`src/rtl/uart_rx_byte_fifo.sv`:
```
// Receive-side byte FIFO: captures a byte on each rising edge of rx_done and serves it
// on a first-word fall-through valid/ready stream. Optional macro: RX_FIFO_ALMOST_FULL_EN.
module uart_rx_byte_fifo #(
  parameter int DATA_W    = 8,
  parameter int DEPTH     = 16,
  parameter int AW        = $clog2(DEPTH),
  parameter int AF_THRESH = 12
) (
  input  logic              clk,
  input  logic              rst,
  input  logic              rx_done,
  input  logic [DATA_W-1:0] rx_data,
  input  logic              flush,
  input  logic              clear_ovf,
  output logic              m_valid,
  output logic [DATA_W-1:0] m_data,
  input  logic              m_ready,
  output logic [AW:0]       count,
  output logic              full,
  output logic              empty,
`ifdef RX_FIFO_ALMOST_FULL_EN
  output logic              almost_full,
`endif
  output logic              overflow
);

  localparam logic [AW:0] FULL_CNT = (AW+1)'(DEPTH);

  logic [DATA_W-1:0] mem [DEPTH];
  logic [AW-1:0]     wr_ptr;
  logic [AW-1:0]     rd_ptr;
  logic              done_q;
  logic              push_req;
  logic              pop;
  logic              push_acc;
  logic              drop;
  logic [AW:0]       count_next;

  // Stream handshake: a byte transfers in any cycle where m_valid and m_ready are both
  // high; m_valid never depends on m_ready, and m_data holds the head until it transfers.
  assign empty    = (count == '0);
  assign full     = (count == FULL_CNT);
  assign m_valid  = ~empty;
  assign m_data   = empty ? '0 : mem[rd_ptr];

  assign push_req = rx_done & ~done_q;
  assign pop      = m_valid & m_ready;
  // A pop on the same cycle frees the slot, so a full FIFO can still take the byte.
  assign push_acc = push_req & (~full | pop);
  assign drop     = push_req & full & ~pop;

  always_comb begin
    count_next = count;
    case ({push_acc, pop})
      2'b10:   count_next = count + (AW+1)'(1);
      2'b01:   count_next = count - (AW+1)'(1);
      default: count_next = count;
    endcase
  end

  always_ff @(posedge clk) begin
    if (push_acc && !flush) begin
      mem[wr_ptr] <= rx_data;
    end
  end

`ifdef RX_FIFO_ALMOST_FULL_EN
  localparam logic [AW:0] AF_CNT = (AW+1)'(AF_THRESH);
`endif

  always_ff @(posedge clk or posedge rst) begin
    if (rst) begin
      // done_q starts high so a done already asserted at reset release is not a new frame.
      done_q   <= 1'b1;
      wr_ptr   <= '0;
      rd_ptr   <= '0;
      count    <= '0;
      overflow <= 1'b0;
`ifdef RX_FIFO_ALMOST_FULL_EN
      almost_full <= 1'b0;
`endif
    end else begin
      done_q <= rx_done;
      if (flush) begin
        wr_ptr   <= '0;
        rd_ptr   <= '0;
        count    <= '0;
        overflow <= 1'b0;
`ifdef RX_FIFO_ALMOST_FULL_EN
        almost_full <= 1'b0;
`endif
      end else begin
        if (push_acc) wr_ptr <= wr_ptr + AW'(1);
        if (pop)      rd_ptr <= rd_ptr + AW'(1);
        count <= count_next;
        if (drop) begin
          overflow <= 1'b1;
        end else if (clear_ovf) begin
          overflow <= 1'b0;
        end
`ifdef RX_FIFO_ALMOST_FULL_EN
        almost_full <= (count_next >= AF_CNT);
`endif
      end
    end
  end

endmodule

```
`config.mk`:
```
export PLATFORM = sky130hd
export DESIGN_NAME = uart_rx_byte_fifo
export DESIGN_NICKNAME = d
export VERILOG_FILES = /design/src/rtl/uart_rx_byte_fifo.sv
export SDC_FILE = /design/constraint.sdc
export NUM_CORES = 1
export LEC_CHECK = 0
export CAP_MARGIN = 10
export CORE_ASPECT_RATIO = 1.4
export CORE_MARGIN = 8
export CORE_UTILIZATION = 58
export CTS_BUF_LIST = sky130_fd_sc_hd__clkbuf_4
export CTS_CLUSTER_DIAMETER = 120
export DETAILED_ROUTE_END_ITERATION = 8
export GPL_TIMING_DRIVEN = 0
export HOLD_SLACK_MARGIN = 0.03
export PLACE_DENSITY = 0.77
export SKIP_CTS_REPAIR_TIMING = 1
export SYNTH_ARGS = -nofsm -noshare
export SYNTH_HDL_FRONTEND = slang
export SYNTH_SLANG_ARGS = --single-unit
```
`constraint.sdc`:
```
create_clock -name clk -period 2.8 [get_ports clk]
set_input_delay 0.7 -clock clk [delete_from_list [all_inputs] [get_ports clk]]
set_output_delay 0.7 -clock clk [all_outputs]
set_load 0.02 [all_outputs]
```
Word-level counts from Yosys, hierarchy flattened. Memories as Yosys holds them, arrays and structs flattened. Cells that the tools add are included.

Add/sub/neg operators: 4. Equal/unequal tests: 3. Mux-type cells: 12. Bitwise logic cells: 10. Reductions and logical operators: 7.

Operator list (count): two-way mux 4 bit (4); case mux 5 bit (2 select lines) (1); adder 4 x 1 -> 4 bit (second input constant) (2); two-way mux 8 bit (1); nonzero test 3 bit (2); adder 5 x 1 -> 5 bit (second input constant) (1); AND 1 bit (5); == test 5 bit (second input constant) (1); logical NOT 5 bit (1); two-way mux 1 bit (5); two-way mux 5 bit (1); subtractor 5 x 1 -> 5 bit (second input constant) (1); inverter 1 bit (4); nonzero test 2 bit (2); == test 2 x 1 -> 1 bit (second input constant) (1); == test 2 bit (second input constant) (1); logical AND 1 bit (1); logical NOT 1 bit (1); OR 1 bit (1).

Bits in registers: 15. Bits in writable memories: 128. Bits of input ports: 14. Output and inout bits: 17. Word-level logic and storage cells: 42. Memories kept: 1.

Memories: mem (words 16, width 8, rd ports 1, clocked after Yosys merged registers in 0, write ports 1, line 29) `logic [DATA_W-1:0] mem [DEPTH];`.

Depth between registers and ports, before layout.
Word-level depth: 8. Depth in mapped cells: 9. Mapped depth without buffers: 8.

Worst setup path after synthesis. Ideal clock, no wire load.

Path kind: reg-to-output. Start: register count[2]. End: output m_valid. Arrival time: 1.983 ns. Required time: 2.100 ns. Slack: 0.117 ns. Stages on the path, launching flop included: 5. Cells stage by stage: dfrtp_1 > or4_1 > buf_2 > nor2_1 > inv_1.

Longest elaborated chain between the ends: 2.

Ends and longest elaborated chain: start: declaration (line 18) `output logic [AW:0] count,`; start signal: assignment (line 95) `count <= count_next;`; logical NOT 5 bit (line 41) `assign empty = (count == '0);`; net empty (line 20) `output logic empty,`; inverter 1 bit (line 43) `assign m_valid = ~empty;`; end: declaration (line 15) `output logic m_valid,`.

The timed path passes the listed nets, and every way through them passes these cells.

Final worst setup path.
Start: register rd_ptr[1]. End: output m_data[5].

Longest elaborated chain between the ends: 2.

Ends and longest elaborated chain: start: declaration (line 31) `logic [AW-1:0] rd_ptr;`; start signal: assignment (line 94) `if (pop) rd_ptr <= rd_ptr + AW'(1);`; memory (16 x 8 bit); two-way mux 8 bit (line 44) `assign m_data = empty ? '0 : mem[rd_ptr];`; end: declaration (line 16) `output logic [DATA_W-1:0] m_data,`.

No other way between the ends.

==> reports/metrics.sh <==
SEQ_POWER_SHARE_PCT=43.6
IO_PINS=31
YOSYS.AREA_SHARE.XOR_XNOR_PCT=0.878
TIME_THE_FINAL_WORST_PATH_NEEDS_WITH_I_O_DELAYS_AND_SETUP_NS=3.05
TIMING_MAX_TRANSITION_VIOLATIONS_FINAL=0
POWER_TOTAL_mW=5.66
AVG_SYNTHESIZED_CELL_AREA_UM2=17.9
WORSTPATHREQUIRED_NS=2.10
CLOCK-ROOT-BUFFER='sky130_fd_sc_hd__clkbuf_4'
TRITONCTS='done'
PWR_DENSITY_CELL_mW_PER_MM2=799
GRT_SETUP_UNREPAIRED='true'
PORT-BUFFER-COUNT=29
VIA_PER_INST=5.93
FINAL_LAYOUT_SIZE_SUFFIX_GT1_SHARE_PCT=32.8
CRIT_PATH_TOP_DELAY_CELL='sky130_fd_sc_hd__mux4_2'
HOLD_VIOL_FINAL=0
PWR-SHARE-COMB_PCT=34.0
SWSHARE_PCT=31.4
CTS-HTREE-LEVELS=4
SYN_AREA_MM2=0.00598
FMAXACHIEVABLE_MHz=328
HPWLAFTERDP_UM=7880
FIRST_GLOBAL_VIAS=3253
ROUTED_WIRELENGTH_UM=12300
YOSYS_WARNINGS=0
CTS.SINKS=143
COMBINATIONAL_FAMILY_WITH_THE_MOST_AREA_AFTER_SYNTHESIS='multiplexers'
SYNTH_ADDER_AREA_SHARE_PCT=2.01
WORST_SETUP_PATH_END_KIND='primary output'
SYNTH_CELLS=335
ROUTE.DETAILED.WL_PER_INST_UM=22.4
INTPOWER_mW=3.88
FLOORPLAN.ROWS=44
P_LEAK_nW=2.34
P_CLK_SHARE_PCT=22.4
FINALWEIGHTEDCONGESTION=0.787
CP_SLOWEST_STAGE_DELAY_NS=0.52
REG2REG_FROM='count[3]'
DIEWIDTH_UM=102
GRT_FIRST_PASS_WIRELENGTH_UM=18000
SLEW_OF_THE_PIN_WITH_THE_LOWEST_SLEW_MARGIN_NS=0.850
YOSYS.AREA.TOP_TYPE='sky130_fd_sc_hd__edfxtp_1'
CTS_INSERTED_BUFFERS=17
WORST-R2R-SETUP-SLACK_NS=0.09
SLEW-LIMIT-HEADROOM_PCT=43.1
GRT_MAX_DEGREE=17
PLACE_WORST_SETUP_SLACK_NS=-0.510
CLOCK_LATENCY_NS=0.53
GRT_ANTENNA_BEFORE_REPAIR=1
NUMBER_OF_VIOLATIONS_REPORTED_AT_THE_END_OF_DETAILED_ROUTING_ITERATION_0=259
FILLERINSTANCES=663
FINAL.PERIOD_UTILIZATION_PCT=109
DESIGN.DIE.AREA_MM2=0.0139
CRIT_PATH_MAX_FANOUT=8
CLASSIFICATION_OF_THE_WORST_SETUP_PATH='reg -> out'
SYNTH_AREA_IN_COMPOUND_GATES_PCT=4.20
SYNTH_SEQUENTIAL_AREA_RATIO_PCT=70.6
SYNTH_NETS=358
PLACEABLECOREAREA_MM2=0.0102
CRIT-REG2REG-CAPTURE='count[4]'
CLK_PIN_SLEW_WORST_PATHS_NS=0.12
POSTLAYOUTSETUPSLACKWORST_NS=-0.248
SETUP_VIOL_COUNT_FINAL=9
FF2FF_PATH_DEPTH=9
OVERFLOW=0
DRT-PASS1-ITER-COUNT=5
PEAKVDDDROP_V=0.000552
SETUP.WORST_PATH.START_CLASS='flip-flop'
VIOLATIONS='negative setup slack'
REGAREA_MM2=0.00422
GRT.TOTAL_USAGE_PCT=18.3
FIN_SKEW_NS=0.0190
SYN2LAYOUT_AREA_GROWTH_PCT=18.4
WORST-ENDPOINT-ARRIVAL_NS=2.35
STATUS='finished with violations'
TOTAL_SWITCHING_POWER_mW=1.78
NNETSFINAL=421
MAX_CAP_VIOL_COUNT=0
SYNTH_CELL_TYPE_COUNT=39
AREA_SHARE_OF_THE_LARGEST_CELL_TYPE_AFTER_SYNTHESIS_PCT=64.3
MULTI_INPUT_AREA_MM2=0.00179
CLOCK_PATH_BUFFERS=2
WORSTPATHCELLLIST='buf_8 > buf_12 > mux4_2 > nor2b_1 > a211oi_2 > a211oi_2 > buf_4'
ANT_NETS=0
FLOPS_LATCHES_SYNTH=143
DRC_ERRORS=0
DETAILROUTE.VIA_COUNT=3262
SYNTH.MUX.AREA_FRACTION_PCT=14.5
NETLIST_TOP_CELLS_AREA='sky130_fd_sc_hd__edfxtp_1 64%, sky130_fd_sc_hd__mux4_2 12%, sky130_fd_sc_hd__dfrtp_1 5.9%'
DIE_Y_UM=136
START_UTIL_PCT=58.7
HOLD_CLASS='in -> async'
CP_COMMON_CELL='sky130_fd_sc_hd__a211oi_2'
POST_SYNTH_AND_OR_NAND_NOR_AREA_FRACTION_PCT=5.94
power groups by stage:
stage	clock network (mW)	logic, mW	registers [mW]
2_1_floorplan	0	0.964	2.49
3_3_place_gp	0	1.50	2.47
3_5_place_dp	0	1.54	2.47
4_1_cts	1.28	1.55	2.42
5_1_grt	1.37	2.05	2.47
6_report	1.27	1.92	2.47
cells in the mapped netlist:
cell / n
sky130_fd_sc_hd__mux4_2: 32
sky130_fd_sc_hd__nor3_1: 2
sky130_fd_sc_hd__o211ai_1: 2
sky130_fd_sc_hd__nor2_1: 33
sky130_fd_sc_hd__dfrtp_1: 14
sky130_fd_sc_hd__buf_4: 1
sky130_fd_sc_hd__or3_1: 3
sky130_fd_sc_hd__a211oi_1: 17
sky130_fd_sc_hd__fa_1: 1
sky130_fd_sc_hd__nand4_4: 1
sky130_fd_sc_hd__o2111ai_1: 1
sky130_fd_sc_hd__o21ai_0: 2
sky130_fd_sc_hd__a21o_1: 1
sky130_fd_sc_hd__mux2i_1: 11
sky130_fd_sc_hd__o211ai_4: 1
sky130_fd_sc_hd__edfxtp_1: 128
sky130_fd_sc_hd__a2111oi_0: 2
sky130_fd_sc_hd__dfstp_2: 1
sky130_fd_sc_hd__or4_1: 1
sky130_fd_sc_hd__xor2_1: 4
sky130_fd_sc_hd__clkbuf_1: 6
sky130_fd_sc_hd__buf_1: 1
sky130_fd_sc_hd__nor2b_1: 10
sky130_fd_sc_hd__inv_1: 9
sky130_fd_sc_hd__nand3_1: 5
sky130_fd_sc_hd__ha_1: 8
sky130_fd_sc_hd__a21oi_1: 6
sky130_fd_sc_hd__and3_1: 1
sky130_fd_sc_hd__and2_1: 1
sky130_fd_sc_hd__nand4b_1: 1
sky130_fd_sc_hd__nor4_1: 1
sky130_fd_sc_hd__nand2_1: 6
sky130_fd_sc_hd__o311ai_0: 1
sky130_fd_sc_hd__mux2_1: 3
sky130_fd_sc_hd__o21ai_1: 1
sky130_fd_sc_hd__nand2b_1: 4
sky130_fd_sc_hd__or3_4: 1
sky130_fd_sc_hd__xnor2_1: 2
sky130_fd_sc_hd__buf_2: 10
worst max path at each step:
stage	from	end	slack (ns)	cells past startpoint
after floorplan	count[2]	m_valid	0.12	4
after global placement	rd_ptr[3]	m_data[5]	-0.51	6
after detailed placement	rd_ptr[3]	m_data[7]	-0.51	6
after CTS	rd_ptr[1]	m_data[3]	-1.12	6
after global routing	rd_ptr[1]	m_data[3]	-0.36	6
final	rd_ptr[1]	m_data[5]	-0.25	7
cell type report:
cell class	instances	share of cell area (%)
diodes	1	0.0353
flip-flops and latches	143	59.6
clock inverters	14	2.03
repair buffers	46	5.93
well taps	138	2.44
multi-input cells	165	25.3
inverters	9	0.477
plain buffers	16	2.30
clock buffers	18	1.91
placed cells by master (no fill, tap or decap), types with 7 or more instances in the layout:
master,n
sky130_fd_sc_hd__clkdlybuf4s50_1,18
sky130_fd_sc_hd__nor2_1,31
sky130_fd_sc_hd__ha_1,7
sky130_fd_sc_hd__mux2i_1,8
sky130_fd_sc_hd__edfxtp_1,128
sky130_fd_sc_hd__a211oi_1,7
sky130_fd_sc_hd__inv_1,7
sky130_fd_sc_hd__buf_4,19
sky130_fd_sc_hd__clkbuf_4,21
sky130_fd_sc_hd__dfrtp_1,11
sky130_fd_sc_hd__buf_6,7
sky130_fd_sc_hd__mux4_2,32
sky130_fd_sc_hd__a211oi_2,9
cell families (layout without fill, tap and decap cells):
group | Yosys count | after routing
multiplexers | 46 | 46
flip-flops | 143 | 143
buffers and inverters | 27 | 103
XOR/XNOR | 6 | 6
other | 0 | 1
adder cells (fa/ha/maj) | 9 | 9
AND/OR/NAND/NOR | 70 | 70
AO/OA/AOI/OAI | 34 | 34
layer usage:
metal,wire (µm),up-vias,track usage (%)
met5,0,-,0
met4,289,0,8.76
met3,750,25,5.13
met2,6290,139,29.6
met1,4990,1644,22.2
li1,-,1454,-
worst max-delay path: cells and delay by family (launching register included):
family | cells | cell delay (ns)
multiplexers | 1 | 0.52
buffers and inverters | 3 | 0.48
flip-flops | 1 | 0.40
AO/OA/AOI/OAI | 2 | 0.25
AND/OR/NAND/NOR | 1 | 0.16
per-stage QoR:
step	area [µm²]	utilization [%]	cells	hold WS (ns)	TNS, ns
global placement	6440	63.3	502	0.539	-36.36
CTS	6720	66.0	534	0.522	-11.06
floorplan	5980	-	335	0.558	0
global route	7080	69.6	550	0.551	-2.85
finish	7080	69.6	550	0.529	-1.76
detailed placement	6440	63.3	502	0.553	-41.32
state kept, by name (all words and copies together) (netlist names):
register  flops
overflow      1
count         5
rd_ptr        4
done_q        1
mem         128
wr_ptr        4
Note: power is estimated with default switching activity, not from simulation.
